===== config.mk =====
export PLATFORM = sky130hd
export DESIGN_NAME = rr_mux_arbiter
export DESIGN_NICKNAME = d
export VERILOG_FILES = /design/src/rtl/mux_arb_pkg.sv /design/src/rtl/rr_pick.sv /design/src/rtl/rr_mux_arbiter.sv
export SDC_FILE = /design/constraint.sdc
export NUM_CORES = 1
export LEC_CHECK = 0
export ABC_AREA = 1
export CORE_UTILIZATION = 50
export DETAILED_ROUTE_END_ITERATION = 10
export GPL_TIMING_DRIVEN = 0
export HOLD_SLACK_MARGIN = 0.02
export PLACE_DENSITY = 0.79
export SLEW_MARGIN = 20
export SYNTH_ARGS = -nofsm -noshare
export SYNTH_HDL_FRONTEND = slang
export SYNTH_SLANG_ARGS = --single-unit

===== constraint.sdc =====
create_clock -name CLK -period 6.17 [get_ports CLK]
set_clock_uncertainty 0.2 [all_clocks]
set_input_delay 1.234 -clock CLK [delete_from_list [all_inputs] [get_ports CLK]]
set_output_delay 1.234 -clock CLK [all_outputs]
set_load 0.02 [all_outputs]

===== src/rtl/mux_arb_pkg.sv =====
// mux_arb_pkg: state encoding, default burst cap and a clog2 helper shared by
// the round-robin mux arbiter and its bench.
package mux_arb_pkg;

    typedef enum logic [1:0] {
        IDLE  = 2'd0,
        GRANT = 2'd1,
        DRAIN = 2'd2
    } state_t;

    localparam int MAX_BURST_DEFAULT = 4;

    function automatic int clog2(input int n);
        int r;
        r = 0;
        while ((1 << r) < n) r++;
        return r;
    endfunction

endpackage


===== src/rtl/rr_pick.sv =====
// rr_pick: combinational round-robin priority selector; the first set request
// at or after start (wrapping modulo NREQ) wins.
module rr_pick #(
    parameter int NREQ = 4,
    parameter int IW   = 2
) (
    input  logic [NREQ-1:0] req,
    input  logic [IW-1:0]   start,
    output logic [NREQ-1:0] onehot,
    output logic [IW-1:0]   idx,
    output logic            any
);

    int            c;
    logic [IW-1:0] ci;

    always_comb begin
        onehot = '0;
        idx    = '0;
        any    = 1'b0;
        c      = 0;
        ci     = '0;
        // Walk offsets from farthest to nearest so the nearest set request is written last.
        for (int k = NREQ - 1; k >= 0; k--) begin
            c = int'(start) + k;
            if (c >= NREQ) c = c - NREQ;
            ci = IW'(c);
            if (req[ci]) begin
                idx = ci;
                any = 1'b1;
            end
        end
        if (any) onehot[idx] = 1'b1;
    end

endmodule


===== src/rtl/rr_mux_arbiter.sv =====
// rr_mux_arbiter: round-robin owner of an NREQ:1 mux feeding a registered VALID/READY output.
// Define BURST_LIMIT_EN to force rotation after MAX_BURST consecutive captures by one owner.
module rr_mux_arbiter
    import mux_arb_pkg::*;
#(
    parameter int SIZE      = 1,
    parameter int NREQ      = 4,
    parameter int MAX_BURST = MAX_BURST_DEFAULT
) (
    input  logic                   CLK,
    input  logic                   RST,
    input  logic [NREQ-1:0]        REQ,
    input  logic [NREQ*SIZE-1:0]   DIN,
    input  logic                   READY,
    output logic [NREQ-1:0]        TAKE,
    output logic [NREQ-1:0]        GNT,
    output logic [clog2(NREQ)-1:0] SEL,
    output logic [SIZE-1:0]        OUT,
    output logic                   VALID
);

    localparam int IW = clog2(NREQ);

    state_t          state, state_nx;
    logic [IW-1:0]   last_owner, start_idx, pick_idx, win_idx;
    logic [NREQ-1:0] pick_oh;
    logic            pick_any, keep, has_win, free, capture;
    logic [SIZE-1:0] mux_word;

`ifdef BURST_LIMIT_EN
    localparam int BW = clog2(MAX_BURST + 1);
    logic [BW-1:0] burst_cnt;
    assign keep = (state == GRANT) && REQ[SEL] && (burst_cnt < BW'(MAX_BURST));
`else
    logic unused_max_burst;
    assign unused_max_burst = (MAX_BURST > 0);
    assign keep = (state == GRANT) && REQ[SEL];
`endif

    // In GRANT last_owner equals SEL, so one picker serves both the idle scan and rotation.
    assign start_idx = (last_owner == IW'(NREQ - 1)) ? '0 : last_owner + IW'(1);

    rr_pick #(.NREQ(NREQ), .IW(IW)) u_pick (
        .req    (REQ),
        .start  (start_idx),
        .onehot (pick_oh),
        .idx    (pick_idx),
        .any    (pick_any)
    );

    assign win_idx = keep ? SEL : pick_idx;
    assign has_win = (state != DRAIN) && (keep || pick_any);
    assign free    = !VALID || READY;
    assign capture = !RST && has_win && free;

    always_comb begin
        mux_word = '0;
        for (int i = 0; i < NREQ; i++) begin
            if (win_idx == IW'(i)) mux_word = DIN[i*SIZE +: SIZE];
        end
    end

    always_ff @(posedge CLK or posedge RST) begin
        if (RST) begin
            state      <= IDLE;
            GNT        <= '0;
            SEL        <= '0;
            OUT        <= '0;
            VALID      <= 1'b0;
            last_owner <= IW'(NREQ - 1);
        end else begin
            state <= state_nx;
            if (capture) begin
                OUT        <= mux_word;
                VALID      <= 1'b1;
                GNT        <= TAKE;
                SEL        <= win_idx;
                last_owner <= win_idx;
            end else if (state_nx == IDLE) begin
                VALID <= 1'b0;
                GNT   <= '0;
            end
        end
    end

`ifdef BURST_LIMIT_EN
    always_ff @(posedge CLK or posedge RST) begin
        if (RST) begin
            burst_cnt <= '0;
        end else if (capture) begin
            // A lone owner re-selected past the cap saturates so any newcomer wins at once.
            if ((state == GRANT) && (win_idx == SEL))
                burst_cnt <= (burst_cnt < BW'(MAX_BURST)) ? burst_cnt + BW'(1) : burst_cnt;
            else
                burst_cnt <= BW'(1);
        end else if (state_nx == IDLE) begin
            burst_cnt <= '0;
        end
    end
`endif

    always_comb begin
        state_nx = state;
        case (state)
            IDLE:    if (capture) state_nx = GRANT;
            GRANT:   if (!has_win) state_nx = (VALID && !READY) ? DRAIN : IDLE;
            DRAIN:   if (READY) state_nx = IDLE;
            default: state_nx = IDLE;
        endcase
    end

    always_comb begin
        TAKE = '0;
        if (capture) TAKE = keep ? GNT : pick_oh;
    end

endmodule


# Yosys cells after proc, flatten, opt, wreduce, memory -nomap -nowiden
# Cells that the tools add are included.
[totals] regBits=12 inputBits=11 output_inout_bits=12 wordCells=89
[classes] add_sub_neg=8 order_cmp=11 n_eq_ne=7 n_mux=42 reduce_logical=15
[ops] operator="2-bit two-way mux" n=14
[ops] operator="4-bit two-way mux" n=5
[ops] operator="2-bit by 3-bit less-than comparator with 1-bit output (second input constant)" n=6
[ops] operator="1-bit two-way mux" n=16
[ops] operator="1-bit binary-select mux with 2-bit select" n=5
[ops] operator="3-bit >= comparator (second input constant)" n=3
[ops] operator="2-bit == test (second input constant)" n=4
[ops] operator="2-bit by 1-bit subtractor with 2-bit output (second input constant)" n=4
[ops] operator="2-bit by 2-bit adder with 3-bit output (second input constant)" n=2
[ops] operator="1-bit logical AND" n=6
[ops] operator="2-bit logical NOT" n=3
[ops] operator="2-bit one-hot mux with 3 select lines" n=1
[ops] operator="2-bit by 1-bit == test with 1-bit output (second input constant)" n=2
[ops] operator="2-bit by 1-bit adder with 3-bit output (second input constant)" n=1
[ops] operator="2-bit by 3-bit >= comparator with 1-bit output (second input constant)" n=1
[ops] operator="1-bit logical NOT" n=3
[ops] operator="2-bit by 1-bit adder with 2-bit output (second input constant)" n=1
[ops] operator="1-bit demux with 2-bit select" n=1
[ops] operator="2-bit by 1-bit >= comparator with 1-bit output (second input constant)" n=1
[ops] operator="1-bit logical OR" n=2
[ops] operator="2-bit inequality test (second input constant)" n=1
[ops] operator="2-bit nonzero test" n=1

# Logic depth before layout (Yosys ltp)
[logic_depth] depth_word=20 ltp_mapped=16 depth_no_buf=16

# Cells and area by module
# A second synthesis with hierarchy kept.
[unflattened] cells_unflattened=150 area_unflattened_um2=999.7
[modules_own_cells] module="rr_mux_arbiter" instances=1 cells_each=95 area_per_inst_um2=758.2 seq_area_each_um2=302.8
[modules_own_cells] module="rr_pick" instances=1 cells_each=55 area_per_inst_um2=241.5 seq_area_each_um2=0.0

# Worst setup path after synthesis
# Ideal clock, no wire load.
[synth_timing] kind="input -> output" from="input REQ[1]" to="output TAKE[0]" arrival_ns=2.430 t_required_ns=4.736 path_slack_ns=2.306 cell_stages=10 path_buffers=0 cell_sequence="inv_1 -> o21ai_0 -> nand2_1 -> nand2_1 -> inv_2 -> nand3_4 -> nand2_8 -> inv_8 -> o211ai_1 -> nor2_1"
[synth_via] elab_chain_len=13 elab_cells_between_ends=31 cone_classes="2 x order compare; 23 x mux; 6 x reduce/logical"
[synth_lines] element="from (decl)" line_no="rr_mux_arbiter.sv:12" text="input logic [NREQ-1:0] REQ,"
[synth_lines] element="1-bit binary-select mux with 2-bit select" line_no="rr_pick.sv:28" text="if (req[ci]) begin"
[synth_lines] element="1-bit two-way mux (implied by the code)" line_no="rr_pick.sv:28"
[synth_lines] element="2-bit two-way mux (4 in a row)" line_no="rr_pick.sv:28"
[synth_lines] element="2-bit by 3-bit less-than comparator with 1-bit output (implied by the code) or 2-bit by 1-bit >= comparator with 1-bit output (tied branches)" line_no="rr_pick.sv:33" text="if (any) onehot[idx] = 1'b1;"
[synth_lines] element="1-bit logical AND (implied by the code)" line_no="rr_pick.sv:33"
[synth_lines] element="1-bit two-way mux (implied by the code)" line_no="rr_pick.sv:33"
[synth_lines] element="1-bit demux with 2-bit select"
[synth_lines] element="4-bit two-way mux" line_no="rr_pick.sv:33"
[synth_lines] element="4-bit two-way mux" line_no="rr_mux_arbiter.sv:114" text="if (capture) TAKE = keep ? GNT : pick_oh;"
[synth_lines] element="4-bit two-way mux (*)" line_no="rr_mux_arbiter.sv:114"
[synth_lines] element="to (decl)" line_no="rr_mux_arbiter.sv:15" text="output logic [NREQ-1:0] TAKE,"
# Every way passes the cells marked *; elsewhere a longest branch is shown, timed or not. The select of a mux whose other input is x is not followed.

# Worst setup path in the final report
[layout_timing] from="input REQ[1]" to="output TAKE[2]"
# Same word-level chain as after synthesis.

==> metrics.yaml <==
run_status:
  status: "finished, final reports clean"
yosys:
  ys.warnings.count: 0
  yosysSeqAreaShare: 0.3087
  syn_avg_cell_area_sq_um: 6.908
  synth_top_area_cell: "dfrtp_1"
  ys_seq_elements: 12
  yosys-top-cells-area: "dfrtp_1 (26%), nand2_1 (17%), nand3_1 (8.7%), inv_1 (6.9%), dfstp_2 (5.4%)"
  synthesis.nets: 154
  syn_area_sq_um: 980.9
  synth_top_area_share: 0.2551
  yosysUniqueCellTypes: 27
  synthCells: 142
worst_setup_path:
  rr_worst_depth: 12
  r2r_start: "last_owner[0]"
  end_kind: "output pin"
  crit_chain: "clkdlybuf4s50_1 -> inv_1 -> o21ai_0 -> nand2_1 -> nand2_1 -> inv_1 -> nand2_1 -> nand2_1 -> nand2_1 -> nand2_1 -> nand2_1 -> nand2_1 -> nor3_4 -> clkdlybuf4s50_1"
  r2r_end: "GNT[2]"
  cp-endpoint: "TAKE[2]"
  worstPathArrival_ns: 3.56
  cp_max_fo: 3
  cp_common_cell: "nand2_1"
  critPathKind: "input pin to output pin"
  cpMaxStageDelayCell: "clkdlybuf4s50_1"
  regToRegSetupSlack_ns: 3.85
  cp.required_ns: 4.74
  crit_path_max_incr_delay_ns: 0.62
  cp-start-kind: "input pin"
  worstSetupStartpoint: "REQ[1]"
floorplan:
  core_area_sq_um: 1783
  die-area_sq_um: 2143
  initial_core_util: 0.5502
  fp.dieH_um: 46.30
  std_cell_rows: 15
  ios: 23
  die_w_um: 46.30
worst_hold_path:
  min_from: "last_owner[1]"
  hp-class: "register to register"
grt:
  grt_max_degree: 13
  grt_first_pass_wirelength_um: 3498
  met1_usage: 0.2978
  grt_use_total: 0.2321
  busiest_layer: "met2"
  antenna_found_initial: 0
  use_met3: 0.03922
  overflow: 0
  grt_pass1_vias: 859
  use_met2: 0.3859
timing:
  layout_min_cycle_time_ns: 4.994
  finalSetupViolCount: 0
  post-route-period-util: 0.8094
  tightestPinTransition_ns: 0.4894
  finalMaxSlewViolations: 0
  fmax_mhz: 200.2
  rsz0062_at_grt: "false"
  finalHoldViolations: 0
  slew_headroom: 0.6734
  setup_tns_ns: 0
run:
  drv_cap: 0
routing:
  route.vias.total: 978
  dr.pass1.iters: 4
  drtAntennaViolNets: 0
  drt_iter0_drc: 30
  drcViolationCount: 0
  drt_wl_total_um: 2143
  routedWlPerCell_um: 11.10
  avgViaCountPerCell: 5.067
cts:
  cts_resized: 0
  cts_buffers: 3
  cts_root_buf: "clkbuf_4"
  post-cts-setup-buffer-count: 0
  cts_tree: "yes"
  htreeDepth: 1
  clock_latency_ns: 0.28
  clkSlewWorstSetupHoldPaths_ns: 0.09
  clock_sinks: 12
  max-clock-path-buffers: 2
  holdBufCountCts: 0
finish:
  area_delta_synth_final_pct: 29.34
  num_antenna_cells: 0
  multiInputGateArea_sq_um: 583.1
  seq_area_sq_um: 302.8
  final_net_count: 181
  layout-drive-gt1-share: 0.1726
  fillers: 168
placement:
  dpl.hpwl_um: 1706
  portBuffers: 22
  gp_congestion: 0.8760
## Yosys cell counts
cell type and instances:
nand2b_1 1, nand3_4 1, nor2_4 1, nand3_2 2, nand2_2 7, nor2_1 10, o21ai_4 1, buf_2 1
inv_8 1, nor2_2 1, nand2_4 1, o21ai_1 2, o211ai_1 2, ha_1 1, nand2_8 1, a211oi_4 1
inv_1 18, nor3_4 1, o21ai_2 1, inv_2 3, dfrtp_1 10, o21ai_0 8, dfstp_2 2, a21oi_1 2
nand3_1 17, nand2_1 45, nand4_1 1
## per-stage QoR
stage	worst slack [ns]	hold slack [ns]	area, sq um	std cells	util
6_report	1.176	0.2893	1269	193	0.7116
5_1_grt	1.001	0.3077	1269	193	0.7116
4_1_cts	1.210	0.2873	1269	193	0.7116
3_5_place_dp	1.211	0.2736	1232	189	0.6912
3_3_place_gp	1.234	0.2639	1232	189	0.6912
2_1_floorplan	2.306	0.2495	980.9	142	-
## routing by layer
layer / vias up / routed length, um
met5: - / 0
met4: 0 / 23
met3: 4 / 77
met2: 27 / 1049
met1: 444 / 993
li1: 503 / -
## worst min path at each step
stage | endpoint | slack, ns | cells after the start
2_1_floorplan | last_owner[1] | 0.25 | 2
3_3_place_gp | last_owner[1] | 0.26 | 2
3_5_place_dp | OUT | 0.27 | 2
4_1_cts | last_owner[1] | 0.29 | 2
5_1_grt | last_owner[1] | 0.31 | 2
6_report | last_owner[1] | 0.29 | 2
## flip-flops by register name, summed over array words and instances (netlist names)
register / flops
OUT: 1
VALID: 1
GNT: 4
last_owner: 2
state: 2
SEL: 2
## cell families (layout without fill, tap and decap cells)
logic type,Yosys count,after routing,synth area share
DFF,12,12,0.3087
and+or+nand+nor,89,89,0.4592
AOI/OAI and AO/OA,17,17,0.1225
adders and majority gates,1,1,0.01275
buffers and inverters,23,49,0.09693
## cells in the final DEF (no fill, tap or decap), types with 2 or more instances in the layout
cell type,Yosys,layout
a21oi_1,2,2
inv_1,18,18
o211ai_1,2,2
nand2_2,7,7
clkdlybuf4s50_1,0,22
dfstp_2,2,2
nand3_1,17,17
inv_2,3,3
clkbuf_4,0,3
nor2_1,10,10
o21ai_1,2,2
dfrtp_1,10,10
o21ai_0,8,8
nand2_1,45,45
nand3_2,2,2
## worst max-delay path: cells and delay by family
family	cells	cell delay, ns
compound gates	1	0.34
simple gates	9	0.82
buf+inv	4	1.18
## area by class of cell
| class | count | share of cell area |
|---|---|---|
| clock buffer | 4 | 0.02860 |
| sequential | 12 | 0.2387 |
| timing repair buffer | 22 | 0.1736 |
| tap | 25 | 0.02465 |
| multi-input combinational | 107 | 0.4596 |
| buffer | 1 | 0.003945 |
| inverter | 22 | 0.07101 |
Power is not shown: default switching activity piles up to over one toggle a cycle in this logic, so the estimate is an artifact.
